===== src/rtl/fifo_word_unpacker_if.sv =====
// Handshake bundle for fifo_word_unpacker: wide FIFO read side in, narrow slice stream out,
// plus the status outputs. The unpacker uses the slave view; whoever drives it uses master.
interface fifo_word_unpacker_if #(
    parameter int unsigned in_width    = 32,
    parameter int unsigned out_width   = 8,
    parameter int unsigned count_width = 16
);
    logic [in_width-1:0]    in_data;
    logic                   in_enable;
    logic                   in_ready;
    logic [out_width-1:0]   out_data;
    logic                   out_enable;
    logic                   out_ready;
    logic                   busy;
    logic [count_width-1:0] count;

    modport master (
        output in_data, in_enable, out_ready,
        input  in_ready, out_data, out_enable, busy, count
    );

    modport slave (
        input  in_data, in_enable, out_ready,
        output in_ready, out_data, out_enable, busy, count
    );
endinterface


===== src/rtl/fifo_word_unpacker.sv =====
// Pops wide words from a FIFO read port and replays each one as in_width/out_width narrow
// slices on an enable/ready stream. The last slice and the next pop share a cycle, so a
// continuously fed input yields one slice per clock with no bubble.
module fifo_word_unpacker #(
    parameter int unsigned in_width    = 32,
    parameter int unsigned out_width   = 8,
    parameter bit          msb_first   = 1'b1,
    parameter int unsigned count_width = 16
) (
    input logic                clk,
    input logic                reset_n,
    fifo_word_unpacker_if.slave bus
);
    localparam int unsigned R       = in_width / out_width;
    localparam int unsigned IdxW    = (R > 1) ? $clog2(R) : 1;
    localparam int unsigned NumSlot = 2 ** IdxW;
    localparam logic [IdxW-1:0] LastIdx = IdxW'(R - 1);

    if ((in_width % out_width) != 0 || R < 2) begin : g_bad_widths
        $error("fifo_word_unpacker: in_width must be a multiple (>=2x) of out_width");
    end

    typedef enum logic {
        StEmpty = 1'b0,
        StHold  = 1'b1
    } state_e;

    logic [1:0]             rst_sync_q;
    logic                   rst_ni;
    state_e                 state_q, state_d;
    logic [in_width-1:0]    hold_q, hold_d;
    logic [IdxW-1:0]        idx_q, idx_d;
    logic [count_width-1:0] count_q, count_d;
    logic                   in_ready;
    logic                   pop;
    logic                   out_xfer;
    logic                   last_slice;
    logic [out_width-1:0]   slices [NumSlot];

    // Reset synchronizer: asserts immediately, releases two clock edges after reset_n rises.
    always_ff @(posedge clk or negedge reset_n) begin
        if (!reset_n) begin
            rst_sync_q <= 2'b00;
        end else begin
            rst_sync_q <= {rst_sync_q[0], 1'b1};
        end
    end

    assign rst_ni = rst_sync_q[1];

    // Slice k of the held word; slots past R-1 are unreachable and tied to zero.
    for (genvar k = 0; k < NumSlot; k++) begin : g_slice
        if (k >= R) begin : g_pad
            assign slices[k] = '0;
        end else if (msb_first) begin : g_msb
            assign slices[k] = hold_q[in_width-1-k*out_width -: out_width];
        end else begin : g_lsb
            assign slices[k] = hold_q[k*out_width +: out_width];
        end
    end

    // Pop only when empty or when the final slice leaves this cycle; never looks at in_enable.
    assign last_slice = (idx_q == LastIdx);
    assign in_ready   = (state_q == StEmpty) || (last_slice && bus.out_ready);
    assign pop        = in_ready && bus.in_enable;
    assign out_xfer   = (state_q == StHold) && bus.out_ready;

    assign bus.in_ready   = in_ready;
    assign bus.out_enable = (state_q == StHold);
    assign bus.busy       = (state_q == StHold);
    assign bus.out_data   = slices[idx_q];
    assign bus.count      = count_q;

    // Next state: advance on a slice transfer, then let a pop override (capture wins on last).
    always_comb begin
        state_d = state_q;
        hold_d  = hold_q;
        idx_d   = idx_q;
        count_d = count_q;
        if (out_xfer) begin
            count_d = count_q + count_width'(1);
            if (last_slice) begin
                state_d = StEmpty;
                idx_d   = '0;
            end else begin
                idx_d = idx_q + IdxW'(1);
            end
        end
        if (pop) begin
            state_d = StHold;
            hold_d  = bus.in_data;
            idx_d   = '0;
        end
    end

    // State registers, cleared by the synchronized reset.
    always_ff @(posedge clk or negedge rst_ni) begin
        if (!rst_ni) begin
            state_q <= StEmpty;
            hold_q  <= '0;
            idx_q   <= '0;
            count_q <= '0;
        end else begin
            state_q <= state_d;
            hold_q  <= hold_d;
            idx_q   <= idx_d;
            count_q <= count_d;
        end
    end
endmodule


===== src/flat_wrapper.sv =====
// flat-port wrapper written by rule: the top's interface ports become plain ports
module fifo_word_unpacker_flat 
#(
    parameter int unsigned in_width    = 32,
    parameter int unsigned out_width   = 8,
    parameter bit          msb_first   = 1'b1,
    parameter int unsigned count_width = 16
)
  (clk, reset_n, bus_in_data, bus_in_enable, bus_out_ready, bus_in_ready, bus_out_data, bus_out_enable, bus_busy, bus_count);
  fifo_word_unpacker_if #(.in_width(in_width), .out_width(out_width), .count_width(count_width)) bus_i ();
  input logic clk;
  input logic reset_n;
  input wire logic [$bits(bus_i.in_data)-1:0] bus_in_data;
  input wire logic [$bits(bus_i.in_enable)-1:0] bus_in_enable;
  input wire logic [$bits(bus_i.out_ready)-1:0] bus_out_ready;
  output wire logic [$bits(bus_i.in_ready)-1:0] bus_in_ready;
  output wire logic [$bits(bus_i.out_data)-1:0] bus_out_data;
  output wire logic [$bits(bus_i.out_enable)-1:0] bus_out_enable;
  output wire logic [$bits(bus_i.busy)-1:0] bus_busy;
  output wire logic [$bits(bus_i.count)-1:0] bus_count;
  assign bus_i.in_data = bus_in_data;
  assign bus_i.in_enable = bus_in_enable;
  assign bus_i.out_ready = bus_out_ready;
  assign bus_in_ready = bus_i.in_ready;
  assign bus_out_data = bus_i.out_data;
  assign bus_out_enable = bus_i.out_enable;
  assign bus_busy = bus_i.busy;
  assign bus_count = bus_i.count;
  fifo_word_unpacker #(.in_width(in_width), .out_width(out_width), .msb_first(msb_first), .count_width(count_width)) u_core (.clk(clk), .reset_n(reset_n), .bus(bus_i));
endmodule

===== config.mk =====
export PLATFORM = sky130hd
export DESIGN_NAME = fifo_word_unpacker_flat
export DESIGN_NICKNAME = d
export VERILOG_FILES = /design/src/rtl/fifo_word_unpacker_if.sv /design/src/rtl/fifo_word_unpacker.sv /design/src/flat_wrapper.sv
export SDC_FILE = /design/constraint.sdc
export NUM_CORES = 1
export LEC_CHECK = 0
export CAP_MARGIN = 15
export CELL_PAD_IN_SITES_DETAIL_PLACEMENT = 1
export CELL_PAD_IN_SITES_GLOBAL_PLACEMENT = 2
export CORE_MARGIN = 2
export CORE_UTILIZATION = 33
export CTS_CLUSTER_DIAMETER = 100
export DETAILED_ROUTE_END_ITERATION = 10
export PLACE_DENSITY_LB_ADDON = 0.1
export SYNTH_ARGS = -nofsm -noshare
export SYNTH_HDL_FRONTEND = slang
export SYNTH_SLANG_ARGS = --single-unit

===== constraint.sdc =====
create_clock -name clk -period 1.8 [get_ports clk]
set_input_delay 0.27 -clock clk [delete_from_list [all_inputs] [get_ports clk]]
set_output_delay 0.27 -clock clk [all_outputs]
set_load 0.05 [all_outputs]

After elaboration in Yosys (flattened, before gate mapping) --
Cells that the tools add are included.
Word-level totals: register bits 53, input bits 36, word-level logic and storage cells 27
Cells by class: add/sub/neg operators 2, magnitude comparators 1, equality and inequality tests 1, muxes and demuxes 9, bitwise logic cells 2, reductions and logical operators 7
Operators with widths (number):
- adder 16 x 1 -> 16 bit (second input constant) | 1
- binary-select mux 8 bit (select 2 bit) | 1
- two-way mux 8 bit | 2
- two-way mux 2 bit | 3
- nonzero test 2 bit | 2
- greater-or-equal comparator 3 bit (second input constant) | 1
- logical AND 1 bit | 3
- two-way mux 1 bit | 3
- NOT 2 -> 3 bit | 1
- adder 2 x 1 -> 2 bit (second input constant) | 1
- equality test 2 bit (second input constant) | 1
- AND reduction 2 bit | 1
- logical OR 1 bit | 1
- NOT 1 bit | 1

Longest topological paths before layout --
depth in word-level cells 6, depth in mapped cells 6, gate-level depth less buffers 5

Least setup slack after synthesis --
OpenSTA, ideal clock, no wires.
kind register -> register, start reg u_core.state_q, in the netlist u_core.bus.busy, end reg u_core.hold_q[0], library setup time 0.125 ns, arrival time 1.766 ns, slack -0.092 ns, stages on the path, launching flop included 5, path buffers 1, period minus slack after synthesis 1.892 ns, cells stage by stage dfrtp_1 > nand2_2 > nand2_4 > buf_12 > mux2_4
Between the ends: word-level cells in the longest chain between the ends 3
Ends and longest elaborated chain:
- start: declaration | RTL line fifo_word_unpacker.sv:30 | state_e state_q, state_d;
- start signal: assignment | RTL line fifo_word_unpacker.sv:99 | state_q <= StEmpty;
- start signal: assignment | RTL line fifo_word_unpacker.sv:104 | state_q <= state_d;
- NOT 1 bit | RTL line fifo_word_unpacker.sv:64 | assign in_ready = (state_q == StEmpty) || (last_slice && bus.out_ready);
- logical OR 1 bit | RTL line fifo_word_unpacker.sv:64
- net bus_in_ready | RTL line flat_wrapper.sv:16 | output wire logic [$bits(bus_i.in_ready)-1:0] bus_in_ready;
- logical AND 1 bit | RTL line fifo_word_unpacker.sv:65 | assign pop = in_ready && bus.in_enable;
- end signal: assignment | RTL line fifo_word_unpacker.sv:105 | hold_q <= hold_d;
- end: declaration | RTL line fifo_word_unpacker.sv:31 | logic [in_width-1:0] hold_q, hold_d;
The timed path passes the listed nets, and every way through them passes these cells. A chain may end at the register's enable or synchronous reset.

Worst setup path after layout --
start reg u_core.idx_q[0], end out bus_out_data[2]
Between the ends: word-level cells in the longest chain between the ends 4
Ends and longest elaborated chain:
- start: declaration | RTL line fifo_word_unpacker.sv:32 | logic [IdxW-1:0] idx_q, idx_d;
- start signal: assignment | RTL line fifo_word_unpacker.sv:106 | idx_q <= idx_d;
- NOT 2 -> 3 bit (implied by the code) | RTL line fifo_word_unpacker.sv:71 | assign bus.out_data = slices[idx_q];
- binary-select mux 8 bit (select 2 bit) | RTL line fifo_word_unpacker.sv:71
- two-way mux 8 bit (implied by the code) (2 in a row) | RTL line fifo_word_unpacker.sv:71
- end: declaration | RTL line flat_wrapper.sv:17 | output wire logic [$bits(bus_i.out_data)-1:0] bus_out_data;
No other way between the ends. The select of a mux whose other input is x is not followed.

==> results.txt <==
----------------------------------------------------
[Outcome]
  Status ... finished with violations
  Violations in the final reports ... setup timing

[STA]
  Final-layout setup total negative slack ... -0.108 ns
  Number of failing setup endpoints in the final timing report ... 7
  Clk_skew ... 0.00566 ns
  Post-layout min period ... 1.83 ns
  Setup repair after global routing missed its margin ... true
  Final Worst Setup Slack ... -0.0283 ns
  Final Slew Violations ... 0
  Final hold violation count ... 0
  Peak Freq ... 547 MHz
  Post-route fraction of the period consumed by the critical path ... 1.02

[Logic synthesis]
  Sequential-to-total area share from yosys stat ... 0.547
  Biggest area consumer among synthesized cells ... sky130_fd_sc_hd__dfrtp_1
  Synthesized area per cell ... 16.1 um2
  Synth async-reset ratio ... 1.00
  Number of library cell types mapped by synthesis ... 27
  Main synth FF type ... sky130_fd_sc_hd__dfrtp_1
  Number of synthesized flops with an enable pin ... 0
  Top post-synthesis cells by count ... sky130_fd_sc_hd__dfrtp_1 (53), sky130_fd_sc_hd__mux2_4 (30), sky130_fd_sc_hd__xnor2_1 (12), sky130_fd_sc_hd__mux4_2 (8), sky130_fd_sc_hd__nand3_1 (7)
  Total number of yosys warnings ... 0
  Top cell type's share of synthesized area ... 0.547
  Synth Cell Area ... 2430 um2
  Count leader, synth ... sky130_fd_sc_hd__dfrtp_1
  Synthesized netlist cell count ... 151
  Register bit count reported by yosys ... 53
  Largest cells by area after synthesis ... sky130_fd_sc_hd__dfrtp_1 (55%), sky130_fd_sc_hd__mux2_4 (19%), sky130_fd_sc_hd__mux4_2 (7.4%)
  Net count of the mapped netlist ... 189

[Critical path]
  Category of the most critical setup path ... register to primary output
  Largest fanout of any net on the critical path ... 5
  Arrival time at the worst endpoint ... 1.56 ns
  Flop-to-flop setup slack ... 0.14 ns
  Path depth of the worst reg2reg path ... 7
  Start of the worst register-to-register path ... u_core.idx_q[0]$_DFFE_PN0P_
  Critical path capture point type ... primary output
  Launching element type of the critical path ... register
  Req. time, crit path ... 1.53 ns
  Capture point of the worst reg-to-reg path ... u_core.hold_q[17]$_DFFE_PN0P_

[Die]
  Die Footprint ... 8050 um2
  I/O pin cnt ... 63
  Placeable core region ... 7180 um2
  Vertical extent of the die ... 89.7 um
  Initial core utilization ... 0.338
  Number of core rows ... 31
  Die width ... 89.7 um

[Power]
  Clock Power Share ... 0.106
  Fraction of power consumed by sequential logic ... 0.342
  Switching power total ... 2.34 mW
  Total power ... 5.86 mW
  Pwr dens ... 1800 nW/um2
  P_leak ... 1.53 nW
  Proportion of power drawn by combinational gates ... 0.552
  Switching share of power ... 0.399
  Worst-case vdd ir drop ... 0.000980 V
  Internal power contribution ... 3.52 mW

[Worst hold path]
  Worst min path class ... input pin to async pin

[Placement]
  Routability congestion estimate from global placement ... 0.743
  Detailed placer's ending HPWL ... 3980 um
  Post-placement cell count ... 315
  Number of port buffers ... 62

[Detailed routing]
  Initial detailed-routing violation count ... 42
  Number of remaining DRC errors ... 0
  Routed length per instance ... 15.6 um
  Final routed wirelength across all metal layers ... 5070 um
  Vias per cell ... 4.54
  Via count of the routed design ... 1472
  Antenna-violating nets left ... 0
  Number of detailed-route iterations in the first pass ... 3

[Cells and area]
  Fillers ... 752
  Syn-to-layout area delta ... 34.7%
  Fraction of final layout cells sized beyond drive strength 1 ... 0.422
  Post-layout utilization of the core ... 0.455
  Final #Nets ... 264
  Cell Count, Final, Fillers Out ... 324
  Multi-input combinational cell area ... 1030 um2
  FF+latch area ... 1330 um2
  Final antenna diode count ... 0

[Global routing]
  Remaining global-route overflow ... 0
  Number of antenna violations at the first check in global routing ... 0
  Pin count of the biggest net entering global routing ... 22
  All-Layer GR Usage ... 0.133
  Via count of the first global-routing pass ... 1704
  Global-route wire length before repair ... 8600 um

[Clock tree]
  CTS sink cnt ... 53
  Reg clk slew, reported paths ... 0.09 ns
  TritonCTS clock tree ... built
  Inserted Clock Buffers ... 5
  Clock root cell ... sky130_fd_sc_hd__clkbuf_8
  Clock latency of the later-clocked register in the worst-skew pair ... 0.30 ns
  Clock buffer depth ... 2
  Maximum level of the CTS H-tree ... 2

[Run]
  Number of maximum-capacitance constraint violations ... 0

----------------------------------------------------
stage by stage:
step / setup slack (ns) / cell area [um2] / hold WS [ns]
floorplan: 0.0980 / 2430 / -0.0256
global placement: 0.0141 / 3120 / 0.225
detailed placement: 0.00358 / 3120 / 0.246
CTS: -0.0474 / 3260 / 0.122
global route: -0.0948 / 3270 / 0.109
finish: -0.0283 / 3270 / 0.127
worst max-delay path: stages (launching register included):
cell	delay (ns)
sky130_fd_sc_hd__dfrtp_2	0.41
sky130_fd_sc_hd__buf_6	0.14
sky130_fd_sc_hd__mux4_2	0.53
sky130_fd_sc_hd__buf_6	0.18
logic make-up after synthesis:
group | Yosys count | synth area share
AND/OR/NAND/NOR | 29 | 0.0712
buffers and inverters | 7 | 0.0330
XOR/XNOR | 15 | 0.0542
adder cells (fa/ha/maj) | 2 | 0.0103
multiplexers | 42 | 0.278
other | 1 | 0.00155
AO/OA/AOI/OAI | 2 | 0.00516
flip-flops | 53 | 0.547
power groups by stage:
stage               clock [mW]  combinational (mW)  sequential, mW
floorplan                    0                2.04            2.18
global placement             0                3.01            2.00
detailed placement           0                3.05            2.04
CTS                      0.647                3.29            2.01
global route             0.694                3.42            2.08
finish                   0.623                3.24            2.01
sequential cells by signal, indices dropped and copies added (netlist names):
name and count:
u_core.bus.count 16, u_core.idx_q 2, u_core.hold_q 32, u_core.bus.busy 1, u_core.rst_sync_q 2
placed cells by master (no fill, tap or decap):
cell type	instances
sky130_fd_sc_hd__nor3_4	1
sky130_fd_sc_hd__inv_1	1
sky130_fd_sc_hd__buf_12	2
sky130_fd_sc_hd__nand2_2	1
sky130_fd_sc_hd__nand2_4	2
sky130_fd_sc_hd__nand2b_1	1
sky130_fd_sc_hd__nand3_1	7
sky130_fd_sc_hd__nand2_1	5
sky130_fd_sc_hd__nor2_1	4
sky130_fd_sc_hd__dfrtp_1	50
sky130_fd_sc_hd__nand3_2	1
sky130_fd_sc_hd__buf_6	10
sky130_fd_sc_hd__mux4_2	8
sky130_fd_sc_hd__or2b_1	1
sky130_fd_sc_hd__mux2_2	3
sky130_fd_sc_hd__nand4_1	4
sky130_fd_sc_hd__clkbuf_8	5
sky130_fd_sc_hd__and4_1	2
sky130_fd_sc_hd__buf_4	27
sky130_fd_sc_hd__mux2i_1	1
sky130_fd_sc_hd__xor2_1	3
sky130_fd_sc_hd__clkdlybuf4s50_1	35
sky130_fd_sc_hd__o31ai_1	1
sky130_fd_sc_hd__ha_1	1
sky130_fd_sc_hd__ha_2	1
sky130_fd_sc_hd__dfrtp_2	3
sky130_fd_sc_hd__xnor2_1	12
sky130_fd_sc_hd__mux2_4	30
sky130_fd_sc_hd__conb_1	1
sky130_fd_sc_hd__a21oi_1	1
sky130_fd_sc_hd__clkinv_2	1
final cells by class:
type,instances,share of cell area
clock buffers,5,0.0211
clock inverters,1,0.00153
inverters,1,0.00115
multi-input cells,91,0.315
flip-flops and latches,53,0.407
well taps,99,0.0379
repair buffers,74,0.216
worst max-delay path by stage:
stage / startpoint / end / depth (start not counted)
global route: u_core.idx_q[0]$_DFFE_PN0P_ / bus_out_data[2] / 3
finish: u_core.idx_q[0]$_DFFE_PN0P_ / bus_out_data[2] / 3
floorplan: u_core.rst_sync_q[1]$_DFF_PN0_ / u_core.bus.busy$_DFFE_PN0P_ / 0
global placement: bus_out_ready / u_core.bus.count[10]$_DFFE_PN0P_ / 5
detailed placement: bus_out_ready / u_core.bus.count[10]$_DFFE_PN0P_ / 5
CTS: u_core.idx_q[0]$_DFFE_PN0P_ / bus_out_data[7] / 3
layer usage:
metal  share of wire  routed length, um  global-route usage  up-vias
li1                -                  -                   -      678
met1            0.41               2080               0.154      748
met2            0.53               2700               0.244       40
met3           0.045                229              0.0369        6
met4           0.011                 57              0.0346        0
met5               0                  0                   0        -
repair_timing:
| action | 4_1_cts | 5_1_grt |
|---|---|---|
| cloned | 0 | 0 |
| pin swaps | 0 | 1 |
| hold buffers | 0 | 0 |
| resized for setup | 11 | 3 |
| endpoints found under the setup margin | 7 | 9 |
| setup buffers | 3 | 0 |
(Power assumes the default switching activity.)
